## config.mk

```make
export PLATFORM = sky130hd
export DESIGN_NAME = button_conditioner
export DESIGN_NICKNAME = d
export VERILOG_FILES = /design/src/rtl/button_conditioner.sv
export SDC_FILE = /design/constraint.sdc
export NUM_CORES = 1
export LEC_CHECK = 0
export BUFFER_PORTS_ARGS = -buffer_cell sky130_fd_sc_hd__buf_2
export CAP_MARGIN = 20
export CORE_MARGIN = 4
export CORE_UTILIZATION = 49
export CTS_CLUSTER_DIAMETER = 150
export DETAILED_ROUTE_END_ITERATION = 7
export GPL_ROUTABILITY_DRIVEN = 1
export PLACE_DENSITY = 0.71
export SETUP_SLACK_MARGIN = 0.5
export SLEW_MARGIN = 10
export SYNTH_ARGS = -nofsm -noshare
export SYNTH_HDL_FRONTEND = slang
export SYNTH_SLANG_ARGS = --single-unit
```

## constraint.sdc

```tcl
create_clock -name clock -period 1.4 [get_ports clock]
set_input_delay 0.21 -clock clock [delete_from_list [all_inputs] [get_ports clock]]
set_output_delay 0.21 -clock clock [all_outputs]
set_load 0.02 [all_outputs]
```

## src/rtl/button_conditioner.sv

```systemverilog
// Five-button input conditioner: per-button synchronizer, debouncer and press
// detector, followed by a two-state arbiter that emits one event at a time.
module button_conditioner #(
    parameter int SYNC_STAGES     = 2,
    parameter int DEBOUNCE_CYCLES = 2
) (
    input  logic       clock,
    input  logic       reset,
    input  logic       enter0,
    input  logic       enter1,
    input  logic       confirm,
    input  logic       clear,
    input  logic       algorithm_select_mode,
    output logic       event_valid,
    output logic [2:0] event_code,
    output logic       conflict,
    output logic       busy
);

    // state | meaning
    // IDLE  | no button accepted; next press (highest priority) becomes an event
    // HELD  | a press was accepted; wait until every debounced level is low
    typedef enum logic {IDLE, HELD} state_t;

    localparam int N  = 5;
    localparam int CW = (DEBOUNCE_CYCLES > 1) ? $clog2(DEBOUNCE_CYCLES) : 1;

    logic [N-1:0]           raw;
    logic [SYNC_STAGES-1:0] sync_chain [N];
    logic [N-1:0]           s;
    logic [N-1:0]           db;
    logic [N-1:0]           db_prev;
    logic [CW-1:0]          cnt [N];
    logic [N-1:0]           press;
    logic [N-1:0]           held_mask;

    state_t     state, state_next;
    logic [2:0] held, held_next;
    logic [2:0] win_code;
    logic       multi;
    logic       event_valid_d;
    logic [2:0] event_code_d;
    logic       conflict_d;

    // Bit index equals the event code.
    assign raw = {algorithm_select_mode, clear, confirm, enter1, enter0};

    always_ff @(posedge clock or posedge reset) begin
        if (reset) begin
            for (int i = 0; i < N; i++) begin
                sync_chain[i] <= '0;
                cnt[i]        <= '0;
            end
            db      <= '0;
            db_prev <= '0;
        end else begin
            for (int i = 0; i < N; i++) begin
                sync_chain[i] <= {sync_chain[i][SYNC_STAGES-2:0], raw[i]};
                if (s[i] != db[i]) begin
                    if (cnt[i] == CW'(DEBOUNCE_CYCLES - 1)) begin
                        db[i]  <= s[i];
                        cnt[i] <= '0;
                    end else begin
                        cnt[i] <= cnt[i] + CW'(1);
                    end
                end else begin
                    cnt[i] <= '0;
                end
            end
            db_prev <= db;
        end
    end

    always_comb begin
        s = '0;
        for (int i = 0; i < N; i++) s[i] = sync_chain[i][SYNC_STAGES-1];
    end

    assign press     = db & ~db_prev;
    assign multi     = (press & (press - N'(1))) != '0;
    assign held_mask = N'(1) << held;

    // Priority: clear > confirm > select > enter1 > enter0
    always_comb begin
        win_code = 3'd0;
        if (press[3])      win_code = 3'd3;
        else if (press[2]) win_code = 3'd2;
        else if (press[4]) win_code = 3'd4;
        else if (press[1]) win_code = 3'd1;
    end

    always_comb begin
        state_next    = state;
        held_next     = held;
        event_valid_d = 1'b0;
        event_code_d  = event_code;
        conflict_d    = 1'b0;
        case (state)
            IDLE: begin
                if (|press) begin
                    event_valid_d = 1'b1;
                    event_code_d  = win_code;
                    conflict_d    = multi;
                    held_next     = win_code;
                    state_next    = HELD;
                end
            end
            HELD: begin
                if (|(press & ~held_mask)) conflict_d = 1'b1;
                if (db == '0) state_next = IDLE;
            end
            default: state_next = IDLE;
        endcase
    end

    always_ff @(posedge clock or posedge reset) begin
        if (reset) begin
            state       <= IDLE;
            held        <= 3'd0;
            event_valid <= 1'b0;
            event_code  <= 3'd0;
            conflict    <= 1'b0;
            busy        <= 1'b0;
        end else begin
            state       <= state_next;
            held        <= held_next;
            event_valid <= event_valid_d;
            event_code  <= event_code_d;
            conflict    <= conflict_d;
            busy        <= (state_next == HELD);
        end
    end

endmodule

```

==> impl_metrics.prom, run 1 <==
# TYPE chip_impl_metric gauge
chip_impl_info{name="run_status",value="finished clean"} 1
chip_impl_info{name="endpoint_class_of_the_critical_path",value="register"} 1
chip_impl_metric{name="clock_sink_count",unit=""} 31
chip_impl_info{name="startpoint_of_the_lowest_slack_hold_path",value="sync_chain[6]"} 1
chip_impl_metric{name="fin_crit_sh",unit="%"} 92.9
chip_impl_metric{name="avgViaCountPerCell",unit=""} 5.13
chip_impl_metric{name="drt_pass1_iterations",unit=""} 4
chip_impl_info{name="worst_hold_path_type",value="reg2reg"} 1
chip_impl_metric{name="cp.buffers_inverters",unit=""} 0
chip_impl_info{name="critical_path.cell_chain",value="nand2b_4 -> and2_4 -> a31oi_4 -> mux2_4"} 1
chip_impl_metric{name="totalWireLength",unit="mm"} 2.05
chip_impl_metric{name="layout.nets",unit=""} 134
chip_impl_metric{name="cts_buffers",unit=""} 5
chip_impl_info{name="r2r_start",value="db_prev[2]"} 1
chip_impl_metric{name="clk_pin_slew",unit="ps"} 100
chip_impl_metric{name="final_design_area_no_fill",unit="um^2"} 1660
chip_impl_metric{name="wl_per_cell",unit="um"} 13.1
chip_impl_metric{name="max-slew-margin-rel",unit="%"} 75.2
chip_impl_metric{name="portion_of_the_post_synthesis_area_used_by_sequential_elements",unit="%"} 67.7
chip_impl_metric{name="grt_util_all_layers",unit="%"} 14.8
chip_impl_metric{name="powerDensity",unit="nW/um^2"} 2380
chip_impl_metric{name="antenna_cells_inserted",unit=""} 0
chip_impl_metric{name="place.gp.congestion",unit=""} 0.804
chip_impl_metric{name="power.total",unit="mW"} 3.96
chip_impl_metric{name="synth.avg_cell_area",unit="um^2"} 14.0
chip_impl_info{name="critPathTopFamily",value="flip-flops"} 1
chip_impl_metric{name="fin_worst_skew",unit="ps"} 1.20
chip_impl_metric{name="min_path_cells",unit=""} 0
chip_impl_metric{name="max_cap_violations",unit=""} 0
chip_impl_metric{name="synth_nets",unit=""} 89
chip_impl_metric{name="cp.arrival",unit="ps"} 1510
chip_impl_metric{name="path_depth",unit=""} 4
chip_impl_metric{name="row_count",unit=""} 17
chip_impl_metric{name="area_growth_syn_to_layout",unit="%"} 45.0
chip_impl_metric{name="coreArea",unit="um^2"} 2210
chip_impl_metric{name="place.detailed.instances",unit=""} 126
chip_impl_metric{name="synth_top_area_share",unit="%"} 67.7
chip_impl_metric{name="port-buffer-count",unit=""} 12
chip_impl_metric{name="timing_max_transition_violations_final",unit=""} 0
chip_impl_metric{name="floorplan.die_area",unit="um^2"} 3180
chip_impl_metric{name="final_antenna_net_count",unit=""} 0
chip_impl_metric{name="drc_errors",unit=""} 0
chip_impl_metric{name="total_leakage_power",unit="nW"} 0.766
chip_impl_info{name="start_kind",value="register"} 1
chip_impl_metric{name="totalNegativeSetupSlack",unit="ps"} 0
chip_impl_metric{name="cp_max_fo",unit=""} 2
chip_impl_metric{name="synth.distinct_cells",unit=""} 26
chip_impl_metric{name="yosys_reg_bits",unit=""} 31
chip_impl_info{name="crit_start",value="db_prev[2]"} 1
chip_impl_info{name="timing.setup.critical_path_class",value="reg2reg"} 1
chip_impl_metric{name="grt_antenna_before_repair",unit=""} 0
chip_impl_metric{name="clock_path_buffers",unit=""} 2
chip_impl_metric{name="crit_path_max_incr_delay",unit="ps"} 370
chip_impl_metric{name="die_height",unit="um"} 56.4
chip_impl_metric{name="yosysWarnings",unit=""} 0
chip_impl_metric{name="fraction_of_registers_with_async_set_or_reset_after_synthesis",unit="%"} 100
chip_impl_info{name="most_common_cell_after_layout_fill_and_taps_aside",value="dfrtp_1"} 1
chip_impl_metric{name="num_io_pins",unit=""} 13
chip_impl_metric{name="grt_first_pass_wirelength",unit="mm"} 3.53
chip_impl_metric{name="worstMarginPinSlew",unit="ps"} 372
chip_impl_metric{name="start_util",unit="%"} 51.8
chip_impl_metric{name="grt_overflow_total",unit=""} 0
chip_impl_metric{name="nFillCells",unit=""} 140
chip_impl_metric{name="final.hold.worst_slack",unit="ps"} 357
chip_impl_info{name="crit_path_top_delay_cell",value="dfrtp_1"} 1
chip_impl_metric{name="dr_vias",unit=""} 801
chip_impl_info{name="cell_type_with_the_highest_aggregate_area_in_the_netlist",value="dfrtp_1"} 1
chip_impl_metric{name="ir_worst_vdd",unit="mV"} 1.74
chip_impl_metric{name="htree_num_levels",unit=""} 2
chip_impl_metric{name="finalHoldViolCount",unit=""} 0
chip_impl_metric{name="detailedRoute.firstIterationViolations",unit=""} 20
chip_impl_metric{name="timing.reg2reg.worst_path_depth",unit=""} 4
chip_impl_metric{name="via_count_of_the_first_global_routing_pass",unit=""} 797
chip_impl_metric{name="detailedPlacementHpwl",unit="mm"} 1.19
chip_impl_metric{name="setup_viol",unit=""} 0
chip_impl_metric{name="clk_latency_worst_skew_pair",unit="ps"} 320
chip_impl_metric{name="max_fclk",unit="GHz"} 0.769
chip_impl_metric{name="timing.reg2reg.setup_slack",unit="ps"} 100
chip_impl_metric{name="grt_max_degree",unit=""} 32
chip_impl_info{name="ys_top_cells_by_area",value="dfrtp_1 68%, mux2_2 4.9%, xnor2_1 3.8%, nand2b_2 2.3%, nor2_1 2.0%"} 1
chip_impl_metric{name="syn_area",unit="um^2"} 1150
chip_impl_metric{name="finish.cell_count_without_fillers",unit=""} 156
chip_impl_info{name="min_delay_worst_endpoint",value="s[1]"} 1
chip_impl_info{name="ys_dominant_reg_cell",value="dfrtp_1"} 1
chip_impl_metric{name="syn-instance-count",unit=""} 82
chip_impl_info{name="top_library_cells_by_usage_in_the_layout_fill_and_taps_aside",value="26 x dfrtp_1, 14 x buf_6, 12 x buf_4"} 1
chip_impl_info{name="crit-reg2reg-capture",value="event_code[0]"} 1
chip_impl_metric{name="minimum_period_implied_by_the_final_worst_setup_slack",unit="ps"} 1300
chip_impl_metric{name="die_width",unit="um"} 56.4
chip_impl_info{name="tritoncts_clock_tree",value="built"} 1
chip_impl_metric{name="place_area",unit="um^2"} 1300
chip_impl_metric{name="layout-drive-gt1-share",unit="%"} 52.3
chip_impl_info{name="clockRootBuffer",value="clkbuf_4"} 1
chip_impl_info{name="grt_setup_unrepaired",value="yes"} 1
chip_impl_metric{name="worst_ep_required",unit="ps"} 1610
chip_impl_metric{name="synth_enable_flop_cells",unit=""} 0
[flip-flops by register name, summed over array words and instances (netlist names)]
| signal | count |
|---|---|
| cnt | 5 |
| sync_chain | 5 |
| state | 1 |
| db_prev | 5 |
| event_code | 3 |
| conflict | 1 |
| event_valid | 1 |
| s | 5 |
| db | 5 |
[cell type report]
class	instances	area (um^2)	share of cell area (%)
flip-flops and latches	31	782	47.1
multi-input cells	48	438	26.4
repair buffers	38	338	20.3
clock buffers	5	37.5	2.26
well taps	28	35.0	2.11
clock inverters	3	20.0	1.20
inverters	3	11.3	0.678
[timing repair]
| item | 4_1_cts | 5_1_grt |
|---|---|---|
| endpoints found under the hold margin | 36 | 0 |
| hold buffers | 6 | 0 |
| pin swaps | 7 | 6 |
| buffers inserted | 13 | 3 |
| setup endpoints to repair | 14 | 22 |
| gates resized for setup | 18 | 16 |
[Yosys cell counts, types with 2 or more instances]
library cell and number:
inv_1 3, nor2_1 6, a21oi_1 2, o21ai_0 3, nand2b_1 3, nand2_1 3
dfrtp_1 31, mux2_2 5, nand4_1 2, xnor2_1 5, and2_4 2, nand2b_2 3
[metal layers]
layer / GRT usage (%) / part of all wire (%) / up-vias
li1: - / - / 375
met1: 16.8 / 40 / 401
met2: 24.5 / 55 / 23
met3: 6.21 / 4.4 / 2
met4: 6.10 / 0.68 / 0
met5: 0 / 0 / -
[cells by family (layout without fill, tap and decap cells)]
logic type               count (synthesis)  count (layout)  share of synthesized area (%)
flip-flops                              31              31                           67.7
AND/OR/NAND/NOR                         23              23                           11.8
AO/OA/AOI/OAI                           12              12                           7.97
multiplexers                             7               7                           6.77
XOR/XNOR                                 5               5                           3.82
buffers and inverters                    3              49                          0.982
adder cells (fa/ha/maj)                  1               1                          0.982
[worst max-delay path by stage]
stage | slack (ps) | endpoint
2_1_floorplan | 100 | event_code[0]
3_3_place_gp | 70 | event_code[0]
3_5_place_dp | 30 | event_code[0]
4_1_cts | 100 | event_code[0]
5_1_grt | 20 | conflict
6_report | 100 | event_code[0]
[stage by stage]
stage,utilization [%],worst slack (ps)
floorplan,-,101
global placement,58.7,74.7
detailed placement,58.7,27.1
CTS,70.7,104
global route,75.1,20.2
finish,75.1,98.9
[power breakdown]
part           leakage (nW)  switching (mW)  internal, mW  total, mW
clock network        0.0272           0.302         0.192      0.494
registers             0.363           0.251          1.22       1.47
logic                 0.376           0.798          1.20       1.99
total                 0.766            1.35          2.61       3.96
Power figures use the tool's default switching activity.
==> run 2: changes to the inputs <==
--- a/config.mk
+++ b/config.mk
@@ -7,12 +7,14 @@
 export LEC_CHECK = 0
 export BUFFER_PORTS_ARGS = -buffer_cell sky130_fd_sc_hd__buf_2
 export CAP_MARGIN = 20
+export CELL_PAD_IN_SITES_DETAIL_PLACEMENT = 2
+export CELL_PAD_IN_SITES_GLOBAL_PLACEMENT = 2
 export CORE_MARGIN = 4
-export CORE_UTILIZATION = 49
+export CORE_UTILIZATION = 35
 export CTS_CLUSTER_DIAMETER = 150
 export DETAILED_ROUTE_END_ITERATION = 7
 export GPL_ROUTABILITY_DRIVEN = 1
-export PLACE_DENSITY = 0.71
+export PLACE_DENSITY_LB_ADDON = 0.1
 export SETUP_SLACK_MARGIN = 0.5
 export SLEW_MARGIN = 10
 export SYNTH_ARGS = -nofsm -noshare
==> run 2 against run 1 <==
First-iteration DRC count is 65% higher; clock skew is 21 ps higher; largest power group unchanged; wire length is 36% higher; highest routed layer unchanged; sequential cell count stayed put; register-to-register slack worse by 30 ps; critical path depth stayed put; combinational power is 6% lower.
==> impl_metrics.prom, run 2 (same netlist as run 1, synthesis figures left out) <==
# TYPE chip_impl_metric gauge
chip_impl_metric{name="totalNegativeSetupSlack",unit="ps"} 0
chip_impl_metric{name="timing.reg2reg.worst_path_depth",unit=""} 4
chip_impl_info{name="crit-reg2reg-capture",value="event_code[0]"} 1
chip_impl_metric{name="power.share.combinational",unit="%"} 45.8
chip_impl_metric{name="max_fclk",unit="GHz"} 0.750
chip_impl_metric{name="total_leakage_power",unit="nW"} 0.748
chip_impl_metric{name="max-slew-margin-rel",unit="%"} 81.4
chip_impl_metric{name="max_cap_violations",unit=""} 0
chip_impl_metric{name="die_height",unit="um"} 65.2
chip_impl_metric{name="antenna_cells_inserted",unit=""} 0
chip_impl_info{name="worst_hold_path_type",value="reg2reg"} 1
chip_impl_metric{name="fin_crit_sh",unit="%"} 95.3
chip_impl_info{name="endpoint_class_of_the_critical_path",value="register"} 1
chip_impl_metric{name="final_antenna_net_count",unit=""} 0
chip_impl_info{name="startpoint_of_the_lowest_slack_hold_path",value="sync_chain[0]"} 1
chip_impl_metric{name="crit_path_max_incr_delay",unit="ps"} 380
chip_impl_metric{name="clk_latency_worst_skew_pair",unit="ps"} 340
chip_impl_info{name="crit_path_top_delay_cell",value="dfrtp_1"} 1
chip_impl_metric{name="drc_errors",unit=""} 0
chip_impl_metric{name="finalHoldViolCount",unit=""} 0
chip_impl_metric{name="grt_antenna_before_repair",unit=""} 0
chip_impl_metric{name="multiInputGateArea",unit="um^2"} 414
chip_impl_metric{name="grt_first_pass_wirelength",unit="mm"} 4.43
chip_impl_metric{name="die_width",unit="um"} 65.2
chip_impl_metric{name="grt_overflow_total",unit=""} 0
chip_impl_metric{name="place.gp.congestion",unit=""} 0.818
chip_impl_info{name="clockRootBuffer",value="clkbuf_4"} 1
chip_impl_metric{name="power_report.internal_total",unit="mW"} 2.70
chip_impl_metric{name="dr_vias",unit=""} 812
chip_impl_metric{name="detailedPlacementHpwl",unit="mm"} 1.51
chip_impl_metric{name="coreArea",unit="um^2"} 3100
chip_impl_metric{name="powerDensity",unit="nW/um^2"} 2490
chip_impl_metric{name="storage_element_area",unit="um^2"} 783
chip_impl_metric{name="timing_max_transition_violations_final",unit=""} 0
chip_impl_metric{name="clock_sink_count",unit=""} 31
chip_impl_metric{name="timing.reg2reg.setup_slack",unit="ps"} 70
chip_impl_info{name="r2r_start",value="db_prev[0]"} 1
chip_impl_metric{name="power.sequential.fraction",unit="%"} 36.2
chip_impl_info{name="critical_path.cell_chain",value="nand2b_4 -> and2_4 -> a31oi_4 -> mux2_4"} 1
chip_impl_metric{name="switching_share",unit="%"} 34.4
chip_impl_metric{name="postLayoutSetupSlackWorst",unit="ps"} 65.8
chip_impl_metric{name="htree_num_levels",unit=""} 2
chip_impl_metric{name="cts_buffers",unit=""} 5
chip_impl_metric{name="floorplan.die_area",unit="um^2"} 4250
chip_impl_metric{name="clk_pin_slew",unit="ps"} 120
chip_impl_metric{name="start_util",unit="%"} 36.9
chip_impl_metric{name="wl_per_cell",unit="um"} 16.5
chip_impl_metric{name="minimum_period_implied_by_the_final_worst_setup_slack",unit="ps"} 1330
chip_impl_metric{name="cp.arrival",unit="ps"} 1580
chip_impl_info{name="min_delay_worst_endpoint",value="s[4]"} 1
chip_impl_metric{name="via_count_of_the_first_global_routing_pass",unit=""} 906
chip_impl_metric{name="layout-drive-gt1-share",unit="%"} 49.2
chip_impl_metric{name="grt_max_degree",unit=""} 32
chip_impl_info{name="start_kind",value="register"} 1
chip_impl_info{name="most_common_cell_after_layout_fill_and_taps_aside",value="dfrtp_1"} 1
chip_impl_metric{name="layout.nets",unit=""} 130
chip_impl_metric{name="area_growth_syn_to_layout",unit="%"} 44.3
chip_impl_metric{name="port-buffer-count",unit=""} 12
chip_impl_metric{name="switchingPower",unit="mW"} 1.42
chip_impl_metric{name="ir_worst_vdd",unit="mV"} 1.04
chip_impl_metric{name="avgViaCountPerCell",unit=""} 4.83
chip_impl_info{name="timing.setup.critical_path_class",value="reg2reg"} 1
chip_impl_metric{name="setup_viol",unit=""} 0
chip_impl_metric{name="clock_power_share",unit="%"} 18.1
chip_impl_metric{name="worstMarginPinSlew",unit="ps"} 276
chip_impl_metric{name="clock_path_buffers",unit=""} 2
chip_impl_metric{name="worst_ep_required",unit="ps"} 1640
chip_impl_info{name="grt_setup_unrepaired",value="yes"} 1
chip_impl_metric{name="row_count",unit=""} 20
chip_impl_info{name="top_library_cells_by_usage_in_the_layout_fill_and_taps_aside",value="25 x dfrtp_1, 13 x buf_6, 9 x buf_4"} 1
chip_impl_metric{name="fin_worst_skew",unit="ps"} 22.7
chip_impl_metric{name="grt_util_all_layers",unit="%"} 14.6
chip_impl_metric{name="nFillCells",unit=""} 309
chip_impl_metric{name="place_worst_setup_slack",unit="ps"} 44.1
chip_impl_metric{name="cp_max_fo",unit=""} 3
chip_impl_metric{name="num_io_pins",unit=""} 13
chip_impl_metric{name="min_path_cells",unit=""} 0
chip_impl_info{name="tritoncts_clock_tree",value="built"} 1
chip_impl_info{name="run_status",value="finished clean"} 1
chip_impl_metric{name="detailedRoute.firstIterationViolations",unit=""} 33
chip_impl_metric{name="totalWireLength",unit="mm"} 2.77
chip_impl_metric{name="drt_pass1_iterations",unit=""} 4
==> run 2: worst max-delay path: cells and delay by family, from the launching register on <==
| family | cells | cell delay [ps] |
|---|---|---|
| AO/OA/AOI/OAI | 1 | 200 |
| flip-flops | 1 | 380 |
| multiplexers | 1 | 310 |
| AND/OR/NAND/NOR | 2 | 330 |
==> run 2: per-stage QoR <==
stage / cell area (um^2) / cells / total power [mW] / hold WS, ps / utilization, %
after floorplan: 1170 / 82 / 2.38 / 241 / -
final: 1650 / 168 / 4.12 / 357 / 53.3
after global placement: 1320 / 142 / 2.72 / 299 / 42.5
after detailed placement: 1320 / 142 / 2.79 / 314 / 42.5
after CTS: 1590 / 164 / 3.91 / 355 / 51.2
after global routing: 1650 / 168 / 4.38 / 374 / 53.3
==> run 2: repair_timing <==
action                                  in CTS  in global routing
gates cloned                                 0                  0
resized for setup                           20                 10
endpoints found under the setup margin      16                 22
hold buffers                                 6                  0
pin swaps                                    3                  3
endpoints found under the hold margin       36                  0
setup buffers                                8                  4
==> run 2: layout make-up <==
cell class                      count  share of cell area, %
Clock buffer                        6                   3.10
Clock inverter                      2                   2.12
Inverter                            3                  0.681
Multi-Input combinational cell     48                   25.0
Sequential cell                    31                   47.4
Tap cell                           44                   3.33
Timing Repair Buffer               34                   18.4
==> run 2: worst max path at each step <==
| stage | start | endpoint | slack [ps] | depth (start not counted) |
|---|---|---|---|---|
| after floorplan | db[2] | event_code[0] | 100 | 4 |
| after global placement | db[2] | event_code[0] | 80 | 4 |
| after detailed placement | db[2] | event_code[0] | 40 | 4 |
| after CTS | db_prev[1] | event_code[0] | 90 | 4 |
| after global routing | db_prev[4] | conflict | 20 | 4 |
| final | db_prev[0] | event_code[0] | 70 | 4 |
==> run 2: per-layer routing <==
metal	part of all wire, %	vias to the layer above	track usage, %
met5	0	-	0
met3	3.8	7	4.79
li1	-	365	-
met2	54	18	26.7
met4	2.2	0	7.77
met1	40	422	14.5
==> run 2: power by group through the flow <==
stage	clock (mW)	sequential [mW]	combinational, mW
after global placement	0	1.49	1.23
final	0.743	1.49	1.88
after CTS	0.761	1.48	1.67
after global routing	0.810	1.54	2.04
after floorplan	0	1.55	0.834
after detailed placement	0	1.51	1.28
==> run 3: changes to the inputs <==
==> constraint.sdc (replaced) <==
create_clock -name clock -period 1.07 [get_ports clock]
set_input_delay 0.1605 -clock clock [delete_from_list [all_inputs] [get_ports clock]]
set_output_delay 0.1605 -clock clock [all_outputs]
set_load 0.02 [all_outputs]
==> run 3 against run 2 <==
The run now ends with hold timing, setup timing left; power up 35%; first-iteration DRC count down 67%; maximum frequency up 1.2%; global-route usage down 0.099 points; design area up 5.4%; count of clock-buffer cells in the layout up 2; worst setup slack worse by 310 ps; die area unchanged; core utilization up 2.9 points; critical endpoint unchanged.
==> impl_metrics.prom, run 3 (same netlist as run 1, synthesis figures left out) <==
# TYPE chip_impl_metric gauge
chip_impl_metric{name="grt_first_pass_wirelength",unit="mm"} 4.48
chip_impl_metric{name="fin_crit_sh",unit="%"} 123
chip_impl_metric{name="avgViaCountPerCell",unit=""} 4.61
chip_impl_metric{name="grt_antenna_before_repair",unit=""} 0
chip_impl_metric{name="max-slew-margin-rel",unit="%"} 78.4
chip_impl_metric{name="row_count",unit=""} 20
chip_impl_metric{name="grt_max_degree",unit=""} 19
chip_impl_metric{name="powerDensity",unit="nW/um^2"} 3190
chip_impl_metric{name="layout.nets",unit=""} 137
chip_impl_metric{name="coreArea",unit="um^2"} 3100
chip_impl_info{name="crit_start",value="db_prev[3]"} 1
chip_impl_metric{name="setup_viol",unit=""} 9
chip_impl_metric{name="final.hold.worst_slack",unit="ps"} -219
chip_impl_info{name="timing.setup.critical_path_class",value="reg2reg"} 1
chip_impl_metric{name="drt_pass1_iterations",unit=""} 3
chip_impl_metric{name="floorplan.die_area",unit="um^2"} 4250
chip_impl_info{name="violations",value="hold timing, setup timing"} 1
chip_impl_metric{name="total_leakage_power",unit="nW"} 0.804
chip_impl_metric{name="via_count_of_the_first_global_routing_pass",unit=""} 966
chip_impl_metric{name="max_cap_violations",unit=""} 0
chip_impl_metric{name="minimum_period_implied_by_the_final_worst_setup_slack",unit="ps"} 1320
chip_impl_info{name="run_status",value="finished with violations"} 1
chip_impl_info{name="r2r_start",value="db_prev[3]"} 1
chip_impl_metric{name="htree_num_levels",unit=""} 2
chip_impl_metric{name="finalHoldViolCount",unit=""} 13
chip_impl_metric{name="detailedRoute.firstIterationViolations",unit=""} 11
chip_impl_metric{name="area_growth_syn_to_layout",unit="%"} 52.2
chip_impl_metric{name="worst_ep_required",unit="ps"} 1290
chip_impl_info{name="tritoncts_clock_tree",value="built"} 1
chip_impl_info{name="start_kind",value="register"} 1
chip_impl_info{name="top_library_cells_by_usage_in_the_layout_fill_and_taps_aside",value="24 x dfrtp_1, 15 x buf_4, 14 x buf_6"} 1
chip_impl_metric{name="grt_util_all_layers",unit="%"} 14.5
chip_impl_metric{name="cts_hold_buffers",unit=""} 5
chip_impl_metric{name="cp.arrival",unit="ps"} 1540
chip_impl_metric{name="postLayoutSetupSlackWorst",unit="ps"} -248
chip_impl_metric{name="fin_worst_skew",unit="ps"} 5.62
chip_impl_metric{name="clk_latency_worst_skew_pair",unit="ps"} 330
chip_impl_metric{name="die_width",unit="um"} 65.2
chip_impl_metric{name="totalWireLength",unit="mm"} 2.80
chip_impl_info{name="worst_hold_path_type",value="in2async"} 1
chip_impl_metric{name="cts_buffers",unit=""} 5
chip_impl_metric{name="start_util",unit="%"} 36.9
chip_impl_metric{name="port-buffer-count",unit=""} 12
chip_impl_info{name="clockRootBuffer",value="clkbuf_4"} 1
chip_impl_metric{name="power.total",unit="mW"} 5.57
chip_impl_metric{name="cp_max_fo",unit=""} 3
chip_impl_metric{name="die_height",unit="um"} 65.2
chip_impl_metric{name="place.gp.congestion",unit=""} 0.817
chip_impl_metric{name="final_antenna_net_count",unit=""} 0
chip_impl_metric{name="antenna_cells_inserted",unit=""} 0
chip_impl_metric{name="timing_max_transition_violations_final",unit=""} 0
chip_impl_info{name="most_common_cell_after_layout_fill_and_taps_aside",value="dfrtp_1"} 1
chip_impl_info{name="endpoint_class_of_the_critical_path",value="register"} 1
chip_impl_info{name="grt_setup_unrepaired",value="yes"} 1
chip_impl_metric{name="ir_worst_vdd",unit="mV"} 1.24
chip_impl_metric{name="detailedPlacementHpwl",unit="mm"} 1.77
chip_impl_metric{name="max_fclk",unit="GHz"} 0.759
chip_impl_metric{name="grt_overflow_total",unit=""} 0
chip_impl_metric{name="dr_vias",unit=""} 807
chip_impl_metric{name="wl_per_cell",unit="um"} 16.0
chip_impl_metric{name="clk_pin_slew",unit="ps"} 100
chip_impl_metric{name="clock_path_buffers",unit=""} 2
chip_impl_metric{name="worstMarginPinSlew",unit="ps"} 320
chip_impl_metric{name="clock_sink_count",unit=""} 31
chip_impl_metric{name="layout-drive-gt1-share",unit="%"} 56.5
chip_impl_metric{name="num_io_pins",unit=""} 13
chip_impl_metric{name="drc_errors",unit=""} 0
==> run 3: changes by cell type in the layout (fill, tap and decap cells not counted), moves of 2 or more <==
cell           delta
mux2_2            -2
xnor2_1           -3
dlygate4sd3_1     -2
xnor2_2           +3
buf_4             +6
mux2_4            +2
==> run 3: worst paths after layout <==
kind | to | slack [ps] | depth (start not counted)
worst min register to register | s[0] | 360 | 0
worst max-delay path | event_code[0] | -250 | 4
worst max register to register | event_code[0] | -250 | 4
max in group asynchronous | event_code[2] | 900 | 3
min in group clock | sync_chain[8] | 110 | 2
worst min-delay path | sync_chain[6] | -220 | 2
==> run 3: report_power, final <==
group	switching, mW	internal [mW]
combinational	1.16	1.67
sequential	0.353	1.60
clock	0.393	0.386
total	1.91	3.66
==> run 3: metrics by stage <==
stage	TNS, ps	cells	cell area [um^2]	util [%]	worst slack [ps]
final	-1130	175	1740	56.2	-248
after global routing	-1730	175	1740	56.2	-336
after CTS	-1180	172	1650	53.1	-252
after detailed placement	-824	154	1430	46.0	-239
after global placement	-636	154	1430	46.0	-178
after floorplan	-477	82	1180	-	-228
==> run 3: repair_timing <==
| item | 4_1_cts | 5_1_grt |
|---|---|---|
| pin swaps | 3 | 1 |
| resized for setup | 19 | 17 |
| endpoints found under the setup margin | 27 | 28 |
| endpoints found under the hold margin | 18 | 13 |
| setup buffers | 5 | 3 |
==> run 3: cell type report <==
cell class	instances	area [um^2]
Fill cell	303	1360
Timing Repair Buffer	41	373
Multi-Input combinational cell	48	448
Inverter	3	15.0
Clock buffer	8	68.8
Sequential cell	31	785
Tap cell	44	55.1
==> run 3: metal layers <==
metal	GRT usage [%]	share of wire, %	up-vias	routed length (um)
met3	5.13	3.7	5	103
met1	15.9	39	406	1100
li1	-	-	380	-
met4	7.77	2.2	0	61
met2	24.4	55	16	1540
met5	0	0	-	0
==> run 3: worst max-delay path: stages (launching register included) <==
cell and delay [ps]:
dfrtp_1 400, nand2b_4 160, and2_4 150, a31oi_4 180, mux2_4 310
